--- src/rtl/arch_defs_pkg.sv ---
// Shared architecture definitions: data width, ALU opcodes and the ALU arbiter state type.
package arch_defs_pkg;

    localparam int DATA_WIDTH = 8;

    localparam logic [1:0] ALU_ADD = 2'b00;
    localparam logic [1:0] ALU_SUB = 2'b01;
    localparam logic [1:0] ALU_AND = 2'b10;
    localparam logic [1:0] ALU_OR  = 2'b11;

    localparam int ALU_ARB_NUM_PORTS = 2;

    typedef enum logic [1:0] {
        IDLE = 2'd0,
        EXEC = 2'd1,
        RESP = 2'd2
    } alu_arb_state_t;

endpackage

--- src/rtl/rr_arbiter2.sv ---
// Two-way combinational winner select for the ALU arbiter.
// ALU_ARB_ROUND_ROBIN_EN selects round-robin on contention; otherwise port 0 has fixed priority.
module rr_arbiter2
    import arch_defs_pkg::*;
(
    input  logic                         clk,
    input  logic                         reset_n,
    input  logic [ALU_ARB_NUM_PORTS-1:0] valid,
    input  logic                         accept,
    output logic [ALU_ARB_NUM_PORTS-1:0] grant
);

`ifdef ALU_ARB_ROUND_ROBIN_EN
    // Remembers which port won the previous accept; starts at 1 so port 0 wins first.
    logic last_grant;

    always_ff @(posedge clk) begin
        if (!reset_n) begin
            last_grant <= 1'b1;
        end else if (accept) begin
            last_grant <= grant[1];
        end
    end

    always_comb begin
        grant = '0;
        if (valid == 2'b11) begin
            if (last_grant) begin
                grant[0] = 1'b1;
            end else begin
                grant[1] = 1'b1;
            end
        end else begin
            grant = valid;
        end
    end
`else
    logic unused_pins;
    assign unused_pins = &{1'b0, clk, reset_n, accept};

    always_comb begin
        grant = '0;
        if (valid[0]) begin
            grant[0] = 1'b1;
        end else if (valid[1]) begin
            grant[1] = 1'b1;
        end
    end
`endif

endmodule

--- src/rtl/alu_arbiter.sv ---
// Shares one ALU between two requesters: accept -> EXEC -> RESP, tagged done pulse.
// Optional round-robin arbitration via ALU_ARB_ROUND_ROBIN_EN (fixed port-0 priority otherwise).
module alu_arbiter #(
    parameter int DATA_WIDTH = arch_defs_pkg::DATA_WIDTH
) (
    input  logic                  clk,
    input  logic                  reset_n,
    input  logic                  req0_valid,
    output logic                  req0_ready,
    input  logic [1:0]            req0_op,
    input  logic [DATA_WIDTH-1:0] req0_a,
    input  logic [DATA_WIDTH-1:0] req0_b,
    input  logic                  req1_valid,
    output logic                  req1_ready,
    input  logic [1:0]            req1_op,
    input  logic [DATA_WIDTH-1:0] req1_a,
    input  logic [DATA_WIDTH-1:0] req1_b,
    output logic [DATA_WIDTH-1:0] alu_a,
    output logic [DATA_WIDTH-1:0] alu_b,
    output logic [1:0]            alu_op,
    input  logic [DATA_WIDTH-1:0] alu_result,
    input  logic                  alu_zero,
    input  logic                  alu_carry,
    input  logic                  alu_negative,
    output logic                  rsp_done0,
    output logic                  rsp_done1,
    output logic [DATA_WIDTH-1:0] rsp_result,
    output logic                  rsp_zero,
    output logic                  rsp_carry,
    output logic                  rsp_negative,
    output logic                  busy
);
    import arch_defs_pkg::*;

    alu_arb_state_t                 state_q;
    alu_arb_state_t                 state_d;
    logic [ALU_ARB_NUM_PORTS-1:0]   grant;
    logic                           accept;
    logic                           id_q;
    logic                           zero_hold;
    logic                           carry_hold;
    logic                           negative_hold;

    rr_arbiter2 u_rr_arbiter2 (
        .clk     (clk),
        .reset_n (reset_n),
        .valid   ({req1_valid, req0_valid}),
        .accept  (accept),
        .grant   (grant)
    );

    // Ready only in IDLE and never while reset is held, so no transfer can be implied.
    assign req0_ready = reset_n && (state_q == IDLE) && grant[0];
    assign req1_ready = reset_n && (state_q == IDLE) && grant[1];
    assign accept     = req0_ready | req1_ready;
    assign busy       = (state_q != IDLE);

    always_comb begin
        state_d = state_q;
        case (state_q)
            IDLE:    if (accept) state_d = EXEC;
            EXEC:    state_d = RESP;
            RESP:    state_d = IDLE;
            default: state_d = IDLE;
        endcase
    end

    always_ff @(posedge clk) begin
        if (!reset_n) begin
            state_q       <= IDLE;
            alu_a         <= '0;
            alu_b         <= '0;
            alu_op        <= ALU_ADD;
            id_q          <= 1'b0;
            zero_hold     <= 1'b0;
            carry_hold    <= 1'b0;
            negative_hold <= 1'b0;
            rsp_result    <= '0;
            rsp_zero      <= 1'b0;
            rsp_carry     <= 1'b0;
            rsp_negative  <= 1'b0;
            rsp_done0     <= 1'b0;
            rsp_done1     <= 1'b0;
        end else begin
            state_q   <= state_d;
            rsp_done0 <= 1'b0;
            rsp_done1 <= 1'b0;

            if (accept) begin
                alu_op <= req1_ready ? req1_op : req0_op;
                alu_a  <= req1_ready ? req1_a  : req0_a;
                alu_b  <= req1_ready ? req1_b  : req0_b;
                id_q   <= req1_ready;
            end

            // Flags are combinational from the held operands; the result latches on this same edge.
            if (state_q == EXEC) begin
                zero_hold     <= alu_zero;
                carry_hold    <= alu_carry;
                negative_hold <= alu_negative;
            end

            if (state_q == RESP) begin
                rsp_result   <= alu_result;
                rsp_zero     <= zero_hold;
                rsp_carry    <= carry_hold;
                rsp_negative <= negative_hold;
                rsp_done0    <= ~id_q;
                rsp_done1    <= id_q;
            end
        end
    end

endmodule

--- config.mk ---
export PLATFORM = sky130hd
export DESIGN_NAME = alu_arbiter
export DESIGN_NICKNAME = d
export VERILOG_FILES = /design/src/rtl/arch_defs_pkg.sv /design/src/rtl/rr_arbiter2.sv /design/src/rtl/alu_arbiter.sv
export SDC_FILE = /design/constraint.sdc
export NUM_CORES = 1
export LEC_CHECK = 0
export BUFFER_PORTS_ARGS = -buffer_cell sky130_fd_sc_hd__buf_2
export CORE_MARGIN = 4
export CORE_UTILIZATION = 50
export CTS_BUF_LIST = sky130_fd_sc_hd__clkbuf_4 sky130_fd_sc_hd__clkbuf_8
export DETAILED_ROUTE_END_ITERATION = 8
export PLACE_DENSITY = 0.87
export SYNTH_ARGS = -nofsm -noshare
export SYNTH_HDL_FRONTEND = slang
export SYNTH_SLANG_ARGS = --single-unit
--- constraint.sdc ---
create_clock -name clk -period 2.21 [get_ports clk]
set_clock_uncertainty 0.2 [all_clocks]
set_input_delay 0 -clock clk [delete_from_list [all_inputs] [get_ports clk]]
set_output_delay 0 -clock clk [all_outputs]
set_load 0.01 [all_outputs]
* Yosys cells after proc, flatten, opt, wreduce, memory -nomap -nowiden
Index checks and enable logic that the tools add are counted.
Word-level totals: memory bits (read-only) 0, bits in registers 37, word-level logic and storage cells 33, RAM bits 0, output and inout port bits 34, bits in latches 0, input bits 51, memories kept 0
Operators by class: div/mod/pow operators 0, bitwise logic cells 2, shift-type cells 0, magnitude comparators 0, multipliers 0, add/sub/neg operators 0, eq/ne operators 3, multiplexer cells 8, reductions and logical operators 6
Operators with widths (number):
- $mux 8 | 2
- $mux 2 | 2
- $pmux 2 s2 | 1
- $logic_and 1x1->1 | 3
- $mux 1 | 3
- $eq 2x1->1 const B | 1
- $eq 2x2->1 const B | 1
- $logic_not 2->1 | 1
- $ne 2x2->1 const B | 1
- $reduce_and 2->1 | 1
- $reduce_bool 2->1 | 1
- $not 1->1 | 1
- $or 1x1->1 | 1

* Logic depth before layout (Yosys ltp)
Gate-level depths: netlist of the first run.
depth in word-level cells 6, mapped depth 5, depth with buffers taken out 3

* Cells and area by module
Synthesis of the first run repeated with hierarchy kept, for this count alone.
Second synthesis, totals: cells, all modules 166, area, all modules 1591.5 µm²
By module, submodules not included:
- alu_arbiter | times used 1, area an instance 1570.3 µm², cells each 164
- rr_arbiter2 | times used 1, area an instance 21.3 µm², cells each 2

* Worst setup path before layout of the first run
No wires, ideal clock.
path type register to register, start reg state_q[1], end reg alu_a[6], data required time 1891 ps, setup time 119 ps, stages on the path, launching flop included 5, setup slack 885 ps, arrival 1007 ps, buffers on the path 1, path through dfxtp_1 -> nor2_2 -> nand2_1 -> clkbuf_8 -> o221a_1
On the way: word-level cells in the longest chain between the ends 4, elaborated cells between the ends (all ways) 6, classes of those cells mux: 1; bitwise: 1; reduce/logical: 4
Ends and longest elaborated chain:
- start, declared | RTL line alu_arbiter.sv:35 | alu_arb_state_t state_q;
- start signal, assigned | RTL line alu_arbiter.sv:85 | state_q <= state_d;
- $logic_not 2->1 * | RTL line alu_arbiter.sv:53, alu_arbiter.sv:54
- $logic_and 1x1->1 * | RTL line alu_arbiter.sv:53, alu_arbiter.sv:54
- $logic_and 1x1->1, on equally long branches | RTL line alu_arbiter.sv:54, alu_arbiter.sv:53
- $mux 8 or $or 1x1->1 (tied branches) | RTL line alu_arbiter.sv:91, alu_arbiter.sv:55
- end signal, assigned | RTL line alu_arbiter.sv:91 | alu_a <= req1_ready ? req1_a : req0_a;
- end, declared | RTL line alu_arbiter.sv:18 | output logic [DATA_WIDTH-1:0] alu_a,
Mark *: on every way between the ends. The rest lies on a longest branch, timed or not. A chain may end at the register's enable or synchronous reset.

* Worst setup path in the final report of the first run
start in req0_valid, end reg alu_a[2]
On the way: word-level cells in the longest chain between the ends 3, elaborated cells between the ends (all ways) 6, classes of those cells mux: 3; bitwise: 1; reduce/logical: 2
Ends and longest elaborated chain:
- start, declared | RTL line alu_arbiter.sv:8 | input logic req0_valid,
- $mux 1 | RTL line rr_arbiter2.sv:43 | if (valid[0]) begin
- $logic_and 1x1->1, on equally long branches | RTL line alu_arbiter.sv:54, alu_arbiter.sv:53
- $mux 8 or $or 1x1->1 (tied branches) | RTL line alu_arbiter.sv:91, alu_arbiter.sv:55
Several ways; a longest one is shown, not always the timed one.

==> summary.md, run 1 <==
| Metric | Value |
|---|---|
| Fin nets | `344` |
| WL final | `approximately 5500 um` |
| ANT nets after route | `0` |
| Std-Cell Rows | `20` |
| Outcome | `complete, no violations` |
| GR Layer Usage met1 | `0.287` |
| Max Clk Rate | `roughly 0.47 GHz` |
| Worst Setup Start Kind | `input pin` |
| Final slew viol count | `0` |
| Overflow after GRT | `0` |
| Syn nets | `211` |
| Worst-path cell chain | `dlygate4sd3_1, buf_2, nand2b_2, buf_4, a2bb2oi_2, dlygate4sd3_1, o221a_1` |
| CTS H-Tree Depth | `2` |
| Cells after Synth | `160` |
| Worst path bufs/invs | `4` |
| First-pass GRT wire length | `~8800 um` |
| CTS sink cnt | `37` |
| Die Width | `65.1 um` |
| Hold Path Class | `in -> reg` |
| Reg clk slew, reported paths | `approximately 0.11 ns` |
| Synth top cells by count | `dfxtp_1 (37), nand2_1 (23), inv_1 (19)` |
| M3 GR Usage | `0.0821` |
| Tmin final | `2.13 ns` |
| Count of input and output buffers | `84` |
| Placement Setup Slack | `approximately 0.52 ns` |
| WL/cell | `between 15 and 20 um` |
| Antenna violations before repair | `0` |
| Worst-path fanout max | `11` |
| Via Count | `around 1800` |
| Most frequent CP cell | `dlygate4sd3_1` |
| CTS tree | `done` |
| Yosys Warn Count | `0` |
| RePlAce Congestion | `between 0.7 and 0.8` |
| I/O pins | `85` |
| Seq cells post-synth | `37` |
| Layout cell share with drive strength beyond 1 | `0.392` |
| Skew-Pair Late Insertion Delay | `~0.34 ns` |
| Final core occ | `0.839` |
| Worst Max-Slew Pin Slew | `between 0.6 and 0.7 ns` |
| Fin worst setup slack | `around 0.085 ns` |
| Largest cells by area after synthesis | `dfxtp_1 (45%), a2bb2oi_2 (8.3%), o221a_1 (6.9%)` |
| Starting Density | `0.530` |
| Maximum buffer depth of the clock tree | `2` |
| Number of CTS-inserted buffers | `5` |
| WS Path Type | `in -> reg` |
| Post-DP HPWL | `2990 um` |
| Slowest-stage cell, CP | `dlygate4sd3_1` |
| Core ar. | `about 0.0031 mm2` |
| Fin. Hold Viols | `0` |
| Drt first pass iters | `4` |
| Mean Syn Cell Area | `approximately 10 um2` |
| Area growth syn-to-layout | `58.2%` |
| Largest stage delay on the critical path | `0.57 ns` |
| DRC | `0` |
| Global routing's busiest layer | `met2` |
| Max_cap viols | `0` |
| Final Setup Violations | `0` |
| Number of fill cells in the layout | `181` |
| Largest family of logic cells by synthesized area | `compound AO/OA/AOI/OAI gates` |
| Xor-xnor portion of the synthesized cell area | `0` |
| Yosys top cell area share | `0.454` |
| Adder-cell share of the synthesized area | `0` |
| Die area | `between 0.004 and 0.005 mm2` |
| Vias per inst | `roughly 5.2` |
| Simple-Gate Fraction of Synth Area | `0.109` |
| Worst VDD drop | `between 0.0004 and 0.0005 V` |
| Met2 GRT Util | `0.489` |
| Tot GR Track Use | `0.274` |
| FF/Latch Area | `741 um2` |
| Multiplexer share of the synthesized area | `0.0184` |
| Static leakage | `approximately 1.2 nW` |
| Rel. slew slack | `0.535` |
| Area occupied by multi-input gates | `around 690 um2` |
| Root Buffer | `clkbuf_4` |
| RSZ-0062 raised after global routing | `no` |
| Largest net degree at the start of global routing | `23` |
| Synth Flop Type | `dfxtp_1` |
| DRT iter0 DRCs | `around 120` |
| Die Span Y | `approximately 65 um` |
| Post-route clock period utilization | `0.962` |
| CP endpoint kind | `flop` |
| Req. time, crit path | `around 2.3 ns` |
| TNS Setup | `0 ns` |
| PwrDens | `approximately 590 mW/mm2` |
| Sequential fraction of the synthesis area | `0.454` |
| Diode count | `0` |
| Asr flop ratio synth | `0` |
| Post-synth EDFFs | `0` |
| Vias in the first global route | `between 1500 and 2000` |
| Cell taking the most area after synthesis | `dfxtp_1` |
| Netlist cell types | `23` |
| Mapped cell area | `between 0.0015 and 0.002 mm2` |
| Most used standard cell by instance count after synthesis | `dfxtp_1` |
| Compound-Gate Fraction of Synth Area | `0.297` |
| Critical Path AT | `between 2 and 2.5 ns` |
| Cell family with most CP delay | `buffers and inverters` |
[worst reg2reg max path, delay by kind of cell (launching register included)]
family | cells | cell delay (ns)
and+or+nand+nor | 2 | 0.65
AOI/OAI and AO/OA | 1 | 0.44
DFF | 1 | 0.38
[cells in the final DEF, fill, tap and decap left out]
cell type and instances:
nor2_2 1, nor2b_1 1, nor3_1 1, nand2b_2 1, o221a_1 10, mux2i_1 3, clkbuf_8 1, dfxtp_1 37
a2bb2oi_1 9, a2bb2oi_2 9, a211oi_1 1, buf_2 84, buf_4 3, nand2_1 23, and3_1 2, nor2_1 7
inv_1 19, clkbuf_4 6, o221a_2 8, nor3_4 1, a21oi_1 12, dlygate4sd3_1 51, nand2b_1 2, clkinvlp_4 1
[stage by stage]
step / hold WS (ns) / power, W / std cells / cell area (um2)
6_report: 0.217 / 0.00152 / 337 / 2580
3_5_place_dp: 0.0394 / 0.00106 / 279 / 2010
2_1_floorplan: -0.0640 / 0.000955 / 160 / 1630
5_1_grt: 0.225 / 0.00160 / 337 / 2580
4_1_cts: 0.205 / 0.00151 / 337 / 2570
3_3_place_gp: 0.0281 / 0.00105 / 279 / 2010
[path summary, 6_finish.rpt]
| path | from | to | slack [ns] | cells past startpoint |
|---|---|---|---|---|
| worst max-delay path | req0_valid | alu_a[2]$_SDFFE_PN0P_ | 0.08 | 7 |
| worst min-delay path | alu_zero | zero_hold$_SDFFE_PN0N_ | 0.22 | 4 |
| worst max register to register | state_q[1]$_SDFFE_PN0P_ | alu_a[6]$_SDFFE_PN0P_ | 0.44 | 3 |
| worst min register to register | rsp_result[3]$_SDFFE_PN0N_ | rsp_result[3]$_SDFFE_PN0N_ | 0.25 | 2 |
[flip-flops by register name, indices dropped and copies added, names as in the netlist]
name           count
state_q            2
zero_hold          1
rsp_result         8
rsp_done0          1
carry_hold         1
alu_op             2
alu_b              8
rsp_carry          1
rsp_done1          1
id_q               1
alu_a              8
rsp_zero           1
rsp_negative       1
negative_hold      1
[report_power, final]
group / leakage [nW] / switching, W / internal (W) / total [W]
Combinational: 0.902 / 0.000177 / 0.000216 / 0.000393
Clock: 0.0348 / 0.000212 / 0.000162 / 0.000374
Sequential: 0.305 / 0.0000325 / 0.000719 / 0.000752
[layout make-up]
class / count / share of cell area
multi-input combinational: 91 / 0.269
timing repair buffer: 138 / 0.369
inverter: 20 / 0.0305
tap: 44 / 0.0213
sequential: 37 / 0.287
clock buffer: 7 / 0.0228
[cell families (layout without fill, tap and decap cells)]
logic type	Yosys count	count (layout)
mux	3	3
flops	37	37
compound gates	49	49
simple gates	39	39
buf+inv	32	165
[routing by layer]
metal / share of wire / vias up
met1: 0.37 / 830
met2: 0.51 / 78
met4: 0.045 / 0
li1: - / 828
met3: 0.068 / 25
met5: 0 / -
[timing repair]
item,4_1_cts,5_1_grt
setup buffers,0,0
hold endpoints to repair,32,0
setup endpoints to repair,0,11
hold buffers,51,0
resized for setup,0,2
Power figures use the tool's default switching activity.
==> run 2, diff against run 1 <==
CELL_PAD_IN_SITES_DETAIL_PLACEMENT = 0   (was unset)
CELL_PAD_IN_SITES_GLOBAL_PLACEMENT = 1   (was unset)
CORE_UTILIZATION = 36   (was 50)
PLACE_DENSITY = unset   (was 0.87)
PLACE_DENSITY_LB_ADDON = 0.1   (was unset)
==> run 2 against run 1 <==
Compared with the run above: sequential share of layout area down 0.42 points; worst setup slack improved by 0.038 ns; via count is 6.4% lower; sequential power about the same; register-to-register slack hardly changed; routed wire length decreased by 16%; first-iteration DRC count fell by 53%; power rose by 5.4%; fmax is 1.8% higher; cell count increased by 2.4%; worst hold slack better by 0.028 ns; critical path depth is the same.
==> summary.md, run 2 (synthesized netlist as in run 1, its figures left out) <==
| Metric | Value |
|---|---|
| Outcome | `complete, no violations` |
| CP Launch Point | `req0_valid` |
| Worst path bufs/invs | `4` |
| Cell family with most CP delay | `buffers and inverters` |
| Root Buffer | `clkbuf_8` |
| CP endpoint kind | `flop` |
| WL/cell | `roughly 14 um` |
| Antenna violations before repair | `0` |
| Post-CTS Setup Repair Bufs | `0` |
| CTS H-Tree Depth | `2` |
| Skew-Pair Late Insertion Delay | `roughly 0.28 ns` |
| Worst Setup Start Kind | `input pin` |
| Most frequent CP cell | `dlygate4sd3_1` |
| Vias per inst | `between 4 and 5` |
| Fin nets | `roughly 340` |
| TNS Setup | `0 ns` |
| Maximum buffer depth of the clock tree | `2` |
| Static leakage | `between 1 and 1.5 nW` |
| Die Width | `between 70 and 80 um` |
| Rel. slew slack | `0.538` |
| CTS tree | `done` |
| Largest net degree at the start of global routing | `23` |
| First-pass GRT wire length | `~7400 um` |
| Fin worst setup slack | `around 0.12 ns` |
| Reg2reg start | `state_q[1]$_SDFFE_PN0P_` |
| Std-Cell Rows | `24` |
| Core ar. | `between 0.004 and 0.005 mm2` |
| PwrDens | `around 610 mW/mm2` |
| Die Span Y | `roughly 75 um` |
| Slowest-stage cell, CP | `dlygate4sd3_1` |
| Total Power | `about 0.0016 W` |
| Number of CTS-inserted buffers | `5` |
| Most frequent cells in the layout | `buf_2 (84), dlygate4sd3_1 (51), dfxtp_1 (37), nand2_1 (23), inv_1 (19)` |
| RePlAce Congestion | `0.685` |
| Overflow after GRT | `0` |
| Worst-path fanout max | `19` |
| Area growth syn-to-layout | `60.6%` |
| Hold path startpoint | `id_q$_SDFFE_PN0P_` |
| Worst Max-Slew Pin Slew | `just under 0.7 ns` |
| Via Count | `around 1600` |
| CTS sink cnt | `37` |
| Vias in the first global route | `approximately 1600` |
| Max_cap viols | `0` |
| Req. time, crit path | `between 2 and 2.5 ns` |
| Drt first pass iters | `4` |
| I/O pins | `85` |
| Die area | `roughly 0.0057 mm2` |
| Hold Path Class | `reg -> reg` |
| Tmin final | `2.09 ns` |
| Post-DP HPWL | `around 3000 um` |
| DRC | `0` |
| Starting Density | `0.372` |
| Critical Path AT | `~2.1 ns` |
| Max Clk Rate | `0.479 GHz` |
| Largest stage delay on the critical path | `0.57 ns` |
| Final slew viol count | `0` |
| Most common cell after layout, fill and taps aside | `buf_2` |
| Worst-path cell chain | `dlygate4sd3_1, buf_2, nand2b_1, buf_6, a2bb2oi_1, dlygate4sd3_1, o221a_2` |
| Tot GR Track Use | `0.168` |
| WL final | `around 4700 um` |
| WS Path Type | `in -> reg` |
| DRT iter0 DRCs | `55` |
| RSZ-0062 raised after global routing | `no` |
| Biggest regs | `alu_a (8), alu_b (8), rsp_result (8)` |
| Count of input and output buffers | `84` |
| Post-route clock period utilization | `0.944` |
| Layout cell share with drive strength beyond 1 | `0.386` |
| Worst VDD drop | `between 0.0003 and 0.0004 V` |
| ANT nets after route | `0` |
| Fin. Hold Viols | `0` |
| Diode count | `0` |
| Final Setup Violations | `0` |
| Placement Setup Slack | `0.451 ns` |
| Reg clk slew, reported paths | `approximately 0.060 ns` |
## run 2: area by class of cell
| cell class | instances | area (um2) |
|---|---|---|
| multi-input cells | 91 | 692 |
| well taps | 52 | 65.1 |
| repair buffers | 138 | 957 |
| fillers | 403 | 1760 |
| flip-flops and latches | 37 | 741 |
| clock buffers | 7 | 90.1 |
| inverters | 20 | 75.1 |
## run 2: path summary, 6_finish.rpt
| check | endpoint | slack, ns | cells past startpoint |
|---|---|---|---|
| worst min register to register | rsp_done0$_SDFF_PN0_ | 0.25 | 1 |
| worst min-delay path | rsp_done0$_SDFF_PN0_ | 0.25 | 1 |
| worst max register to register | alu_b[4]$_SDFFE_PN0P_ | 0.45 | 3 |
| worst max-delay path | alu_b[4]$_SDFFE_PN0P_ | 0.12 | 7 |
## run 2: repair_timing
item                                    4_1_cts  5_1_grt
endpoints found under the hold margin        31        0
resized for setup                             0        1
endpoints found under the setup margin        0        3
hold buffers                                 51        0
## run 2: per-stage QoR
step | instances | hold slack, ns | utilization | area [um2]
finish | 345 | 0.245 | 0.598 | 2620
global route | 345 | 0.268 | 0.598 | 2620
CTS | 345 | 0.253 | 0.597 | 2620
detailed placement | 287 | 0.0437 | 0.460 | 2020
global placement | 287 | 0.0339 | 0.460 | 2020
floorplan | 160 | -0.0640 | - | 1630
## run 2: per-layer routing
layer / wire [um] / track usage
met5: 0 / 0
met4: 63 / 0.0563
met3: 360 / 0.0422
met2: 2430 / 0.298
met1: 1820 / 0.198
## run 2: report_power, final
part           internal, W  switching [W]
combinational     0.000215       0.000161
clock             0.000259       0.000215
sequential        0.000720      0.0000306
total              0.00119       0.000407
